## src/rtl/td4_decode_stage_if.sv

```systemverilog
// Fetch-side and execute-side valid/ready channels of the TD4 decode stage.
// The slave modport is the stage's view, and the master modport is the view from its surroundings.
interface td4_decode_stage_if #(
  parameter int IMM_W = 4,
  parameter int PC_W  = 4
);
  logic              in_valid;
  logic              in_ready;
  logic [IMM_W+3:0]  in_inst;
  logic [PC_W-1:0]   in_pc;
  logic              out_valid;
  logic              out_ready;
  logic [PC_W-1:0]   out_pc;
  logic [IMM_W-1:0]  out_imm;
  logic [1:0]        out_src;
  logic [1:0]        out_dst;
  logic              out_wr;
  logic              out_cond_nc;
  logic              out_carry_we;
  logic              out_illegal;

  modport slave (
    input  in_valid, in_inst, in_pc, out_ready,
    output in_ready, out_valid, out_pc, out_imm, out_src, out_dst,
           out_wr, out_cond_nc, out_carry_we, out_illegal
  );

  modport master (
    output in_valid, in_inst, in_pc, out_ready,
    input  in_ready, out_valid, out_pc, out_imm, out_src, out_dst,
           out_wr, out_cond_nc, out_carry_we, out_illegal
  );
endinterface

```

## src/rtl/td4_decode_stage.sv

```systemverilog
// TD4 decode pipeline stage: decodes on accept into an output register (M) with a one-entry skid (S).
// Illegal opcodes travel on as bubbles without write enables and feed a saturating counter.
module td4_decode_stage #(
  parameter int IMM_W = 4,
  parameter int PC_W  = 4,
  parameter int CNT_W = 8
) (
  input  logic             clk,
  input  logic             rst,
  input  logic             flush,
  td4_decode_stage_if.slave bus,
  output logic [CNT_W-1:0] illegal_cnt,
  output logic             illegal_sticky
);
  localparam int INST_W = IMM_W + 4;
  localparam int CW     = IMM_W + 8;
  localparam int DW     = PC_W + CW;
  localparam logic [1:0] SRC_A = 2'b00, SRC_B = 2'b01, SRC_IN = 2'b10, SRC_Z = 2'b11;
  localparam logic [1:0] DST_A = 2'b00, DST_B = 2'b01, DST_OUT = 2'b10, DST_PC = 2'b11;
  localparam logic [CNT_W-1:0] CNT_MAX = {CNT_W{1'b1}};

  // Bundle layout, from MSB to LSB: {illegal, carry_we, cond_nc, wr, dst, src, imm}
  function automatic logic [CW-1:0] decode(input logic [INST_W-1:0] inst);
    logic       ill, cwe, cnc, wr, use_imm;
    logic [1:0] src, dst;
    ill = 1'b0; cwe = 1'b1; cnc = 1'b0; wr = 1'b1; use_imm = 1'b0;
    src = SRC_A; dst = DST_A;
    case (inst[INST_W-1 -: 4])
      4'b0000: begin src = SRC_A;  dst = DST_A;   use_imm = 1'b1; end
      4'b0101: begin src = SRC_B;  dst = DST_B;   use_imm = 1'b1; end
      4'b0011: begin src = SRC_Z;  dst = DST_A;   use_imm = 1'b1; end
      4'b0111: begin src = SRC_Z;  dst = DST_B;   use_imm = 1'b1; end
      4'b0001: begin src = SRC_B;  dst = DST_A;   end
      4'b0100: begin src = SRC_A;  dst = DST_B;   end
      4'b0010: begin src = SRC_IN; dst = DST_A;   end
      4'b0110: begin src = SRC_IN; dst = DST_B;   end
      4'b1001: begin src = SRC_B;  dst = DST_OUT; end
      4'b1011: begin src = SRC_Z;  dst = DST_OUT; use_imm = 1'b1; end
      4'b1111: begin src = SRC_Z;  dst = DST_PC;  use_imm = 1'b1; cwe = 1'b0; end
      4'b1110: begin src = SRC_Z;  dst = DST_PC;  use_imm = 1'b1; cwe = 1'b0; cnc = 1'b1; end
      default: begin ill = 1'b1;   wr = 1'b0;     cwe = 1'b0; end
    endcase
    return {ill, cwe, cnc, wr, dst, src, (use_imm ? inst[IMM_W-1:0] : {IMM_W{1'b0}})};
  endfunction

  logic          m_valid_r, s_valid_r, in_ready_r, sticky_r;
  logic [DW-1:0] m_data_r, s_data_r;
  logic [CNT_W-1:0] cnt_r;
  logic          m_valid_s, s_valid_s, accept_s, fire_s, count_s;
  logic [DW-1:0] m_data_s, s_data_s, in_data_s;

  // Next-state logic for the M/S pair: S always drains into M before new input is taken
  always_comb begin
    accept_s  = bus.in_valid & in_ready_r;
    fire_s    = m_valid_r & bus.out_ready;
    in_data_s = {bus.in_pc, decode(bus.in_inst)};
    m_valid_s = m_valid_r;
    m_data_s  = m_data_r;
    s_valid_s = s_valid_r;
    s_data_s  = s_data_r;
    if (flush) begin
      m_valid_s = 1'b0;
      s_valid_s = 1'b0;
    end else if (!m_valid_r || fire_s) begin
      if (s_valid_r) begin
        m_valid_s = 1'b1;
        m_data_s  = s_data_r;
        s_valid_s = 1'b0;
      end else if (accept_s) begin
        m_valid_s = 1'b1;
        m_data_s  = in_data_s;
      end else begin
        m_valid_s = 1'b0;
      end
    end else if (accept_s) begin
      s_valid_s = 1'b1;
      s_data_s  = in_data_s;
    end else begin
      s_valid_s = s_valid_r;
    end
    count_s = accept_s & ~flush & in_data_s[CW-1] & (cnt_r != CNT_MAX);
  end

  // State registers; in_ready is registered from the next skid occupancy
  always_ff @(posedge clk) begin
    if (rst) begin
      m_valid_r  <= 1'b0;
      s_valid_r  <= 1'b0;
      m_data_r   <= {DW{1'b0}};
      s_data_r   <= {DW{1'b0}};
      in_ready_r <= 1'b0;
      cnt_r      <= {CNT_W{1'b0}};
      sticky_r   <= 1'b0;
    end else begin
      m_valid_r  <= m_valid_s;
      s_valid_r  <= s_valid_s;
      m_data_r   <= m_data_s;
      s_data_r   <= s_data_s;
      in_ready_r <= ~s_valid_s;
      if (count_s) begin
        cnt_r <= cnt_r + {{(CNT_W-1){1'b0}}, 1'b1};
      end else begin
        cnt_r <= cnt_r;
      end
      sticky_r <= sticky_r | (accept_s & ~flush & in_data_s[CW-1]);
    end
  end

  assign bus.in_ready     = in_ready_r;
  assign bus.out_valid    = m_valid_r;
  assign bus.out_pc       = m_data_r[DW-1 -: PC_W];
  assign bus.out_illegal  = m_data_r[IMM_W+7];
  assign bus.out_carry_we = m_data_r[IMM_W+6];
  assign bus.out_cond_nc  = m_data_r[IMM_W+5];
  assign bus.out_wr       = m_data_r[IMM_W+4];
  assign bus.out_dst      = m_data_r[IMM_W+3 -: 2];
  assign bus.out_src      = m_data_r[IMM_W+1 -: 2];
  assign bus.out_imm      = m_data_r[IMM_W-1:0];
  assign illegal_cnt      = cnt_r;
  assign illegal_sticky   = sticky_r;
endmodule

```

## src/flat_wrapper.sv

```systemverilog
// flat-port wrapper written by rule: the top's interface ports become plain ports
module td4_decode_stage_flat 
#(
  parameter int IMM_W = 4,
  parameter int PC_W  = 4,
  parameter int CNT_W = 8
)
  (clk, rst, flush, illegal_cnt, illegal_sticky, bus_in_valid, bus_in_inst, bus_in_pc, bus_out_ready, bus_in_ready, bus_out_valid, bus_out_pc, bus_out_imm, bus_out_src, bus_out_dst, bus_out_wr, bus_out_cond_nc, bus_out_carry_we, bus_out_illegal);
  td4_decode_stage_if #(.IMM_W(IMM_W), .PC_W(PC_W)) bus_i ();
  input  logic clk;
  input  logic rst;
  input  logic flush;
  output logic [CNT_W-1:0] illegal_cnt;
  output logic illegal_sticky;
  input wire logic [$bits(bus_i.in_valid)-1:0] bus_in_valid;
  input wire logic [$bits(bus_i.in_inst)-1:0] bus_in_inst;
  input wire logic [$bits(bus_i.in_pc)-1:0] bus_in_pc;
  input wire logic [$bits(bus_i.out_ready)-1:0] bus_out_ready;
  output wire logic [$bits(bus_i.in_ready)-1:0] bus_in_ready;
  output wire logic [$bits(bus_i.out_valid)-1:0] bus_out_valid;
  output wire logic [$bits(bus_i.out_pc)-1:0] bus_out_pc;
  output wire logic [$bits(bus_i.out_imm)-1:0] bus_out_imm;
  output wire logic [$bits(bus_i.out_src)-1:0] bus_out_src;
  output wire logic [$bits(bus_i.out_dst)-1:0] bus_out_dst;
  output wire logic [$bits(bus_i.out_wr)-1:0] bus_out_wr;
  output wire logic [$bits(bus_i.out_cond_nc)-1:0] bus_out_cond_nc;
  output wire logic [$bits(bus_i.out_carry_we)-1:0] bus_out_carry_we;
  output wire logic [$bits(bus_i.out_illegal)-1:0] bus_out_illegal;
  assign bus_i.in_valid = bus_in_valid;
  assign bus_i.in_inst = bus_in_inst;
  assign bus_i.in_pc = bus_in_pc;
  assign bus_i.out_ready = bus_out_ready;
  assign bus_in_ready = bus_i.in_ready;
  assign bus_out_valid = bus_i.out_valid;
  assign bus_out_pc = bus_i.out_pc;
  assign bus_out_imm = bus_i.out_imm;
  assign bus_out_src = bus_i.out_src;
  assign bus_out_dst = bus_i.out_dst;
  assign bus_out_wr = bus_i.out_wr;
  assign bus_out_cond_nc = bus_i.out_cond_nc;
  assign bus_out_carry_we = bus_i.out_carry_we;
  assign bus_out_illegal = bus_i.out_illegal;
  td4_decode_stage #(.IMM_W(IMM_W), .PC_W(PC_W), .CNT_W(CNT_W)) u_core (.clk(clk), .rst(rst), .flush(flush), .bus(bus_i), .illegal_cnt(illegal_cnt), .illegal_sticky(illegal_sticky));
endmodule
```

## config.mk

```make
export PLATFORM = sky130hd
export DESIGN_NAME = td4_decode_stage_flat
export DESIGN_NICKNAME = d
export VERILOG_FILES = /design/src/rtl/td4_decode_stage_if.sv /design/src/rtl/td4_decode_stage.sv /design/src/flat_wrapper.sv
export SDC_FILE = /design/constraint.sdc
export NUM_CORES = 1
export LEC_CHECK = 0
export ABC_AREA = 0
export CORE_MARGIN = 5
export CORE_UTILIZATION = 30
export CTS_CLUSTER_SIZE = 12
export DETAILED_ROUTE_END_ITERATION = 7
export PLACE_DENSITY = 0.64
export REMOVE_ABC_BUFFERS = 1
export SKIP_CTS_REPAIR_TIMING = 1
export SLEW_MARGIN = 20
export SYNTH_ARGS = -nofsm -noshare
export SYNTH_HDL_FRONTEND = slang
export SYNTH_SLANG_ARGS = --single-unit
```

## constraint.sdc

```tcl
create_clock -name clk -period 2.6 [get_ports clk]
set_clock_uncertainty 0.05 [all_clocks]
set_input_delay 0.52 -clock clk [delete_from_list [all_inputs] [get_ports clk]]
set_output_delay 0.52 -clock clk [all_outputs]
set_load 0.05 [all_outputs]
```

==> After elaboration in Yosys (flattened, before gate mapping) <==
Index checks and enable logic that the tools add are counted.
{ "word_totals": {"inputBits": 17, "rom_bits": 0, "ramBits": 0, "n_memories": 0, "ff_bits": 44, "out_inout_bits": 27, "wordCells": 60, "latch_bits": 0} }
{ "op_classes": {"n_eq_ne": 12, "n_reduce_logical": 16, "addsub": 1, "n_shift": 0, "mux": 15, "multipliers": 0, "n_lt_le_gt_ge": 0, "n_bitwise": 9, "div_mod_pow": 0} }
{ "op_table": {"columns": ["operator", "count"], "rows": [
  ["16-bit 2-to-1 mux", 2],
  ["4-bit by 3-bit == test with 1-bit output, second input constant", 4],
  ["4-bit == test, second input constant", 4],
  ["2-bit case mux with 3 select lines", 2],
  ["12-bit OR reduction", 1],
  ["1-bit 2-to-1 mux", 10],
  ["10-bit OR reduction", 1],
  ["8-bit by 1-bit adder with 8-bit output, second input constant", 1],
  ["4-bit by 2-bit == test with 1-bit output, second input constant", 2],
  ["8-bit inequality test, second input constant", 1],
  ["2-bit OR reduction", 4],
  ["7-bit OR reduction", 1],
  ["3-bit AND reduction", 2],
  ["1-bit bitwise AND", 5],
  ["5-bit OR reduction", 1],
  ["4-bit by 1-bit == test with 1-bit output, second input constant", 1],
  ["4-bit zero test", 1],
  ["4-bit 2-to-1 mux", 1],
  ["4-bit OR reduction", 1],
  ["1-bit NOT", 3],
  ["3-bit OR reduction", 1],
  ["2-bit nonzero test", 1],
  ["1-bit zero test", 1],
  ["1-bit logical OR", 1],
  ["1-bit OR", 1]
]} }

==> Longest topological paths before layout <==
Gate-level depths: netlist (run 1).
{ "depth": {"depth_word": 6, "mapped_depth": 7} }

==> Worst setup path before layout (run 1) <==
OpenSTA, ideal clock, no wires.
{ "synth_path": {"kind": "input -> register", "startpoint": "in bus_in_inst[4]", "endpoint": "reg u_core.cnt_r[7], in the netlist u_core.illegal_cnt[7]", "cell_stages": 7, "path_slack_ps": 474, "arrival_ps": 1933, "path_cell_list": "buf_2 > mux2_4 > or3_1 > clkbuf_2 > buf_2 > o311ai_0 > o41ai_1"} }
{ "synth_via": {"elab_chain_cells": 5, "elab_cells_between_ends": 16} }
{ "synth_lines": {"columns": ["item", "line", "source"], "rows": [
  ["start, declared", "flat_wrapper.sv:16", "input wire logic [$bits(bus_i.in_inst)-1:0] bus_in_inst;"],
  ["4-bit by 2-bit == test with 1-bit output, or another cell as far along", "td4_decode_stage.sv:28", "case (inst[INST_W-1 -: 4])"],
  ["12-bit OR reduction (no source line) *", null, null],
  ["1-bit 2-to-1 mux *", "td4_decode_stage.sv:28", null],
  ["1-bit bitwise AND * (2 in a row)", "td4_decode_stage.sv:81", "count_s = accept_s & ~flush & in_data_s[CW-1] & (cnt_r != CNT_MAX);"],
  ["end signal, assigned", "td4_decode_stage.sv:92", "cnt_r <= {CNT_W{1'b0}};"],
  ["end signal, assigned", "td4_decode_stage.sv:101", "cnt_r <= cnt_r + {{(CNT_W-1){1'b0}}, 1'b1};"],
  ["end signal, assigned", "td4_decode_stage.sv:103", "cnt_r <= cnt_r;"],
  ["end, declared", "td4_decode_stage.sv:48", "logic [CNT_W-1:0] cnt_r;"]
]} }
Mark *: on every way between the ends. The rest lies on a longest branch, timed or not.
A chain may end at the register's enable or synchronous reset.

==> Worst setup path in the final report (run 1) <==
{ "layout_path": {"startpoint": "in bus_in_inst[6]", "endpoint": "reg u_core.cnt_r[3], in the netlist u_core.illegal_cnt[3]"} }
Same word-level chain as after synthesis.

==> results of run 1 <==
## registers in the layout, indices dropped and copies added, names as in the netlist
name	count
u_core.s_data_r	16
u_core.m_data_r	16
u_core.illegal_cnt	8
u_core.illegal_sticky	1
u_core.s_valid_r	1
u_core.bus.out_valid	1
u_core.bus.in_ready	1
## cells in the final DEF (no fill, tap or decap), types with 3 or more instances in the layout
| cell | n |
|---|---|
| nor2_1 | 19 |
| o21ai_0 | 3 |
| clkdlybuf4s50_1 | 43 |
| clkbuf_8 | 6 |
| dfxtp_1 | 44 |
| buf_4 | 14 |
| o31ai_1 | 3 |
| a311oi_1 | 6 |
| nand2b_1 | 4 |
| nor3_1 | 4 |
| nand3_1 | 7 |
| mux2i_1 | 8 |
| inv_1 | 6 |
| a211oi_1 | 9 |
| or3_1 | 3 |
| a21oi_1 | 25 |
| or4_1 | 4 |
| o211ai_1 | 9 |
| nand2_1 | 29 |
## stage by stage
step / cell area [sq um] / cells / power (uW)
finish: 2590 / 352 / 1340
CTS: 2590 / 352 / 1360
floorplan: 1860 / 210 / 813
global route: 2590 / 352 / 1400
global placement: 2490 / 344 / 907
detailed placement: 2490 / 344 / 908
## routing by layer
metal,vias to the layer above,global-route usage [%],part of all wire [%]
met5,-,0,0
li1,921,-,-
met2,33,17.3,47
met4,0,4.84,1.0
met1,819,14.4,49
met3,6,1.92,2.7
## cell type report
cell class / count / area share, %
Clock inverter: 2 / 0.579
Sequential cell: 44 / 34.0
Tap cell: 77 / 3.72
Inverter: 7 / 1.01
Timing Repair Buffer: 57 / 20.7
Multi-Input combinational cell: 159 / 36.9
Clock buffer: 6 / 3.19
## final timing paths
kind / start / endpoint / slack [ns] / cells after the start
max: bus_in_inst[6] / u_core.illegal_cnt[3] / 0.26 / 5
min reg2reg: u_core.illegal_sticky / u_core.illegal_sticky / 0.40 / 2
min: u_core.illegal_sticky / u_core.illegal_sticky / 0.40 / 2
max reg2reg: u_core.bus.in_ready / u_core.illegal_cnt[3] / 0.75 / 4
## report_power, final
group / leakage [uW] / internal, uW / switching, uW / total [uW]
registers: 0.000357 / 688 / 8.71 / 697
logic: 0.000465 / 79.5 / 114 / 194
clock network: 0.0000434 / 215 / 239 / 454
total: 0.000866 / 983 / 362 / 1340
## cell usage after synthesis, types with 2 or more instances
cell type,n
dfxtp_1,44
nand2_1,29
a21oi_1,25
nor2_1,19
clkbuf_1,15
a211oi_1,9
o211ai_1,9
mux2i_1,8
nand3_1,7
a311oi_1,6
inv_1,6
nor3_1,5
nand2b_1,4
or4_1,4
o21ai_0,3
o31ai_1,3
or3_1,3
and4_1,2
buf_2,2
nor2b_1,2
nor4_1,2
o41ai_1,2
## worst max-delay path, delay by kind of cell
kind                   cells  cell delay (ns)
AOI/OAI and AO/OA          1             0.16
buffers and inverters      1             0.50
muxes                      1             0.31
and+or+nand+nor            2             1.03
## cells by family after synthesis
family	after synthesis	share of synthesized area [%]
AND/OR/NAND/NOR	82	20.2
buffers and inverters	26	5.61
flip-flops	44	45.4
adder cells (fa/ha/maj)	1	0.645
multiplexers	9	4.90
AO/OA/AOI/OAI	67	23.3
==> results.cfg, run 1 <==
[timing]
max_freq_mhz = 426
hold_viol = 0
finalCritPeriodShare_pct = 90.2
drv_slew = 0
setup_violations = 0
tightestPinTransition_ns = 0.502
fin_crit_ns = 2.34
tns_ns = 0
relSlewSlack_pct = 66.4
rsz0062_at_grt = false
fin_hold_ws_ns = 0.399
fin_ws_ns = 0.255

[run]
drv_cap = 0

[detailed_routing]
drc = 0
drtPass1Iterations = 4
wl_per_cell_microns = 13.2
routed_wl_microns = 4640
vias = 1779
dr.first_iter.drc_count = 143
ant_nets = 0
vias_per_cell = 5.05

[clocking]
numCtsBuffers = 5
clk_pin_slew_ns = 0.08
clk_latency_ns = 0.30
cts.sinks = 44
cts_tree = yes
root_buffer = clkbuf_8
htree_levels = 2
cts_buffer_depth = 2

[worst_setup_path]
cp.required_ns = 2.78
start_kind = input port
crit_chain = clkdlybuf4s50_1, mux2_4, or3_1, or4_1, a21oi_1
worstPathMaxFanout = 11
slowest_delay_ns = 0.55
critPathKind = input port to flop
slowest_stage = or4_1
cp-end-kind = flop
cp.arrival_ns = 2.53

[die]
rows = 29
die_area_sq_um = 8180
fp.dieW_microns = 90.4
core_area_sq_um = 6310
start_util_pct = 30.7
ios = 44
die_h_microns = 90.4

[finish]
multi_input_area_sq_um = 956
antenna_cells = 0
seq_area_sq_um = 881
layout-drive-gt1-share_pct = 10.2
syn_to_final_growth_pct = 33.6
nets = 292
final_core_util_pct = 41.1
nFillCells = 665

[run_status]
status = finished, final reports clean

[global_route]
grt_max_degree = 32
grt_pass1_vias = 1559
track_usage_pct = 10.9
grt_overflow = 0
grt_pass1_wl_microns = 7510
antenna_found_initial = 0

[synth]
ys_top_cells_by_area = dfxtp_1 (45%), a21oi_1 (6.4%), nand2_1 (5.6%)
synthFlopType = dfxtp_1
synth_top_cell_by_area = dfxtp_1
avgSynthCellArea_sq_um = 8.47
ys_async_sr_fraction_pct = 0
synth_area_sq_um = 1940
synth_edf_count = 0
synth_cell_types = 42
synth_warnings = 0
synth_top_area_share_pct = 45.4
postSynthCellCount = 229
seq_area_frac_synth_pct = 45.4
ys_ff_latch = 44

[placed_design]
portBuffers = 43
dp_worst_setup_slack_ns = -0.0554
gp_congestion = 0.829
dpl.hpwl_microns = 3190

[power]
leakagePower_uw = 0.000866
ir_drop_mv = 0.266
powerDensity_nw_per_um2 = 519

[hold_path]
hold_path_class = flop to flop
No activity file was read; power rests on OpenSTA's default activity.
==> inputs of run 2 (changes only) <==
Settings changed: CTS_BUF_LIST set to sky130_fd_sc_hd__clkbuf_16.
==> results.cfg, run 2 (synthesis results as in run 1) <==
[global_route]
grt_util_met1_pct = 14.4
antenna_found_initial = 0
grt_max_degree = 32
use_met3_pct = 2.92
track_usage_pct = 11.0
grt_overflow = 0
grt_pass1_vias = 1536
busiest_layer = met2
globalRouteMet2Util_pct = 17.4
grt_pass1_wl_microns = 7550

[power]
leakagePower_uw = 0.000886
p_clk_share_pct = 40.3
seq_power_share_pct = 46.7
p_switching_uw = 375
ir_drop_mv = 0.236
combPwrFrac_pct = 13.0
intPower_uw = 1120
p_sw_share_pct = 25.1
powerDensity_nw_per_um2 = 567

[worst_setup_path]
start_kind = input port
crit_buf_inv = 1
reg2reg_setup_slack_ns = 0.75
crit_family = simple AND/OR/NAND/NOR gates
cp.required_ns = 2.76
worstPathMaxFanout = 11
reg2reg_from = u_core.bus.in_ready
critPathKind = input port to flop
crit_chain = clkdlybuf4s50_1, mux2_4, or3_1, or4_1, a21oi_1
cp.depth = 5
cp.arrival_ns = 2.53
worstReg2RegEnd = u_core.illegal_cnt[3]
cp-end-kind = flop
slowest_delay_ns = 0.55
crit_path_start = bus_in_inst[6]
rr_worst_depth = 4
slowest_stage = or4_1
crit_path_end = u_core.illegal_cnt[3]

[detailed_routing]
dr.first_iter.drc_count = 162
vias = 1756
vias_per_cell = 4.99
routed_wl_microns = 4650
ant_nets = 0
drc = 0
drtPass1Iterations = 4
wl_per_cell_microns = 13.2

[finish]
nets = 292
seq_area_sq_um = 881
nFillCells = 657
fin_cells = 352
design_area_sq_um = 2640
final_cell_mix = dfxtp_1 (44), clkdlybuf4s50_1 (43), nand2_1 (29)
layout-drive-gt1-share_pct = 9.82
mostFrequentLayoutCell = dfxtp_1
multi_input_area_sq_um = 956
syn_to_final_growth_pct = 36.0
antenna_cells = 0

[timing]
max_freq_mhz = 422
drv_slew = 0
fin_crit_ns = 2.37
fin_ws_ns = 0.229
tightestPinTransition_ns = 0.502
fin_hold_ws_ns = 0.395
finalCritPeriodShare_pct = 91.2
hold_viol = 0
setup_violations = 0
rsz0062_at_grt = false
relSlewSlack_pct = 66.4

[clocking]
cts_buffer_depth = 2
cts_tree = yes
root_buffer = clkbuf_16
cts.sinks = 44
numCtsBuffers = 5
clk_pin_slew_ns = 0.06
clk_latency_ns = 0.28
htree_levels = 2

[die]
ios = 44
die_area_sq_um = 8180
start_util_pct = 30.7
die_h_microns = 90.4
fp.dieW_microns = 90.4
rows = 29
core_area_sq_um = 6310

[placed_design]
portBuffers = 43
dp_worst_setup_slack_ns = -0.0554
gp_congestion = 0.829
placed_area_sq_um = 2490
dp_cells = 344
dpl.hpwl_microns = 3190

[run]
drv_cap = 0

[hold_path]
hold_path_class = flop to flop

[run_status]
status = finished, final reports clean
==> run 2: worst min-delay path by stage <==
stage                                     start               endpoint  slack (ns)  cells past startpoint
after CTS                 u_core.illegal_sticky  u_core.illegal_sticky        0.40                      2
after floorplan              u_core.s_data_r[5]     u_core.s_data_r[5]        0.38                      2
after global placement      u_core.s_data_r[13]    u_core.s_data_r[13]        0.39                      2
after detailed placement  u_core.illegal_sticky  u_core.illegal_sticky        0.39                      2
final                     u_core.illegal_sticky  u_core.illegal_sticky        0.40                      2
after global routing      u_core.illegal_sticky  u_core.illegal_sticky        0.42                      2
==> run 2: routing by layer <==
metal | vias to the layer above | share of wire [%]
met5 | - | 0
met4 | 0 | 0.82
met3 | 4 | 3.2
met2 | 30 | 46
met1 | 798 | 50
li1 | 924 | -
==> run 2: worst min-delay path: stages (launching register included) <==
cell and delay, ns:
dfxtp_1 0.31, inv_1 0.05, a21oi_1 0.05
==> run 2: power by group through the flow <==
stage          Clock, uW  Sequential, uW  Combinational, uW
6_report             603             698                194
5_1_grt              656             700                206
4_1_cts              620             698                195
3_5_place_dp           0             713                194
3_3_place_gp           0             713                194
2_1_floorplan          0             762               50.2
==> run 2: per-stage QoR <==
| step | TNS (ns) | power [uW] | util (%) |
|---|---|---|---|
| finish | 0 | 1500 | 41.8 |
| global route | 0 | 1560 | 41.8 |
| CTS | 0 | 1510 | 41.8 |
| detailed placement | -0.143 | 908 | 39.5 |
| global placement | -0.00248 | 907 | 39.5 |
| floorplan | -5.05 | 813 | - |
==> run 2: final cells by class <==
cell class,count,share of cell area (%)
clock buffers,5,4.74
well taps,77,3.65
multi-input cells,159,36.2
flip-flops and latches,44,33.4
repair buffers,57,20.3
clock inverters,3,0.711
inverters,7,0.996
==> inputs of run 3 (changes only) <==
Settings changed: CTS_CLUSTER_DIAMETER set to 30.
==> results of run 3 <==
Same layout as run 2: the final DEF is identical, and so are final timing and power.
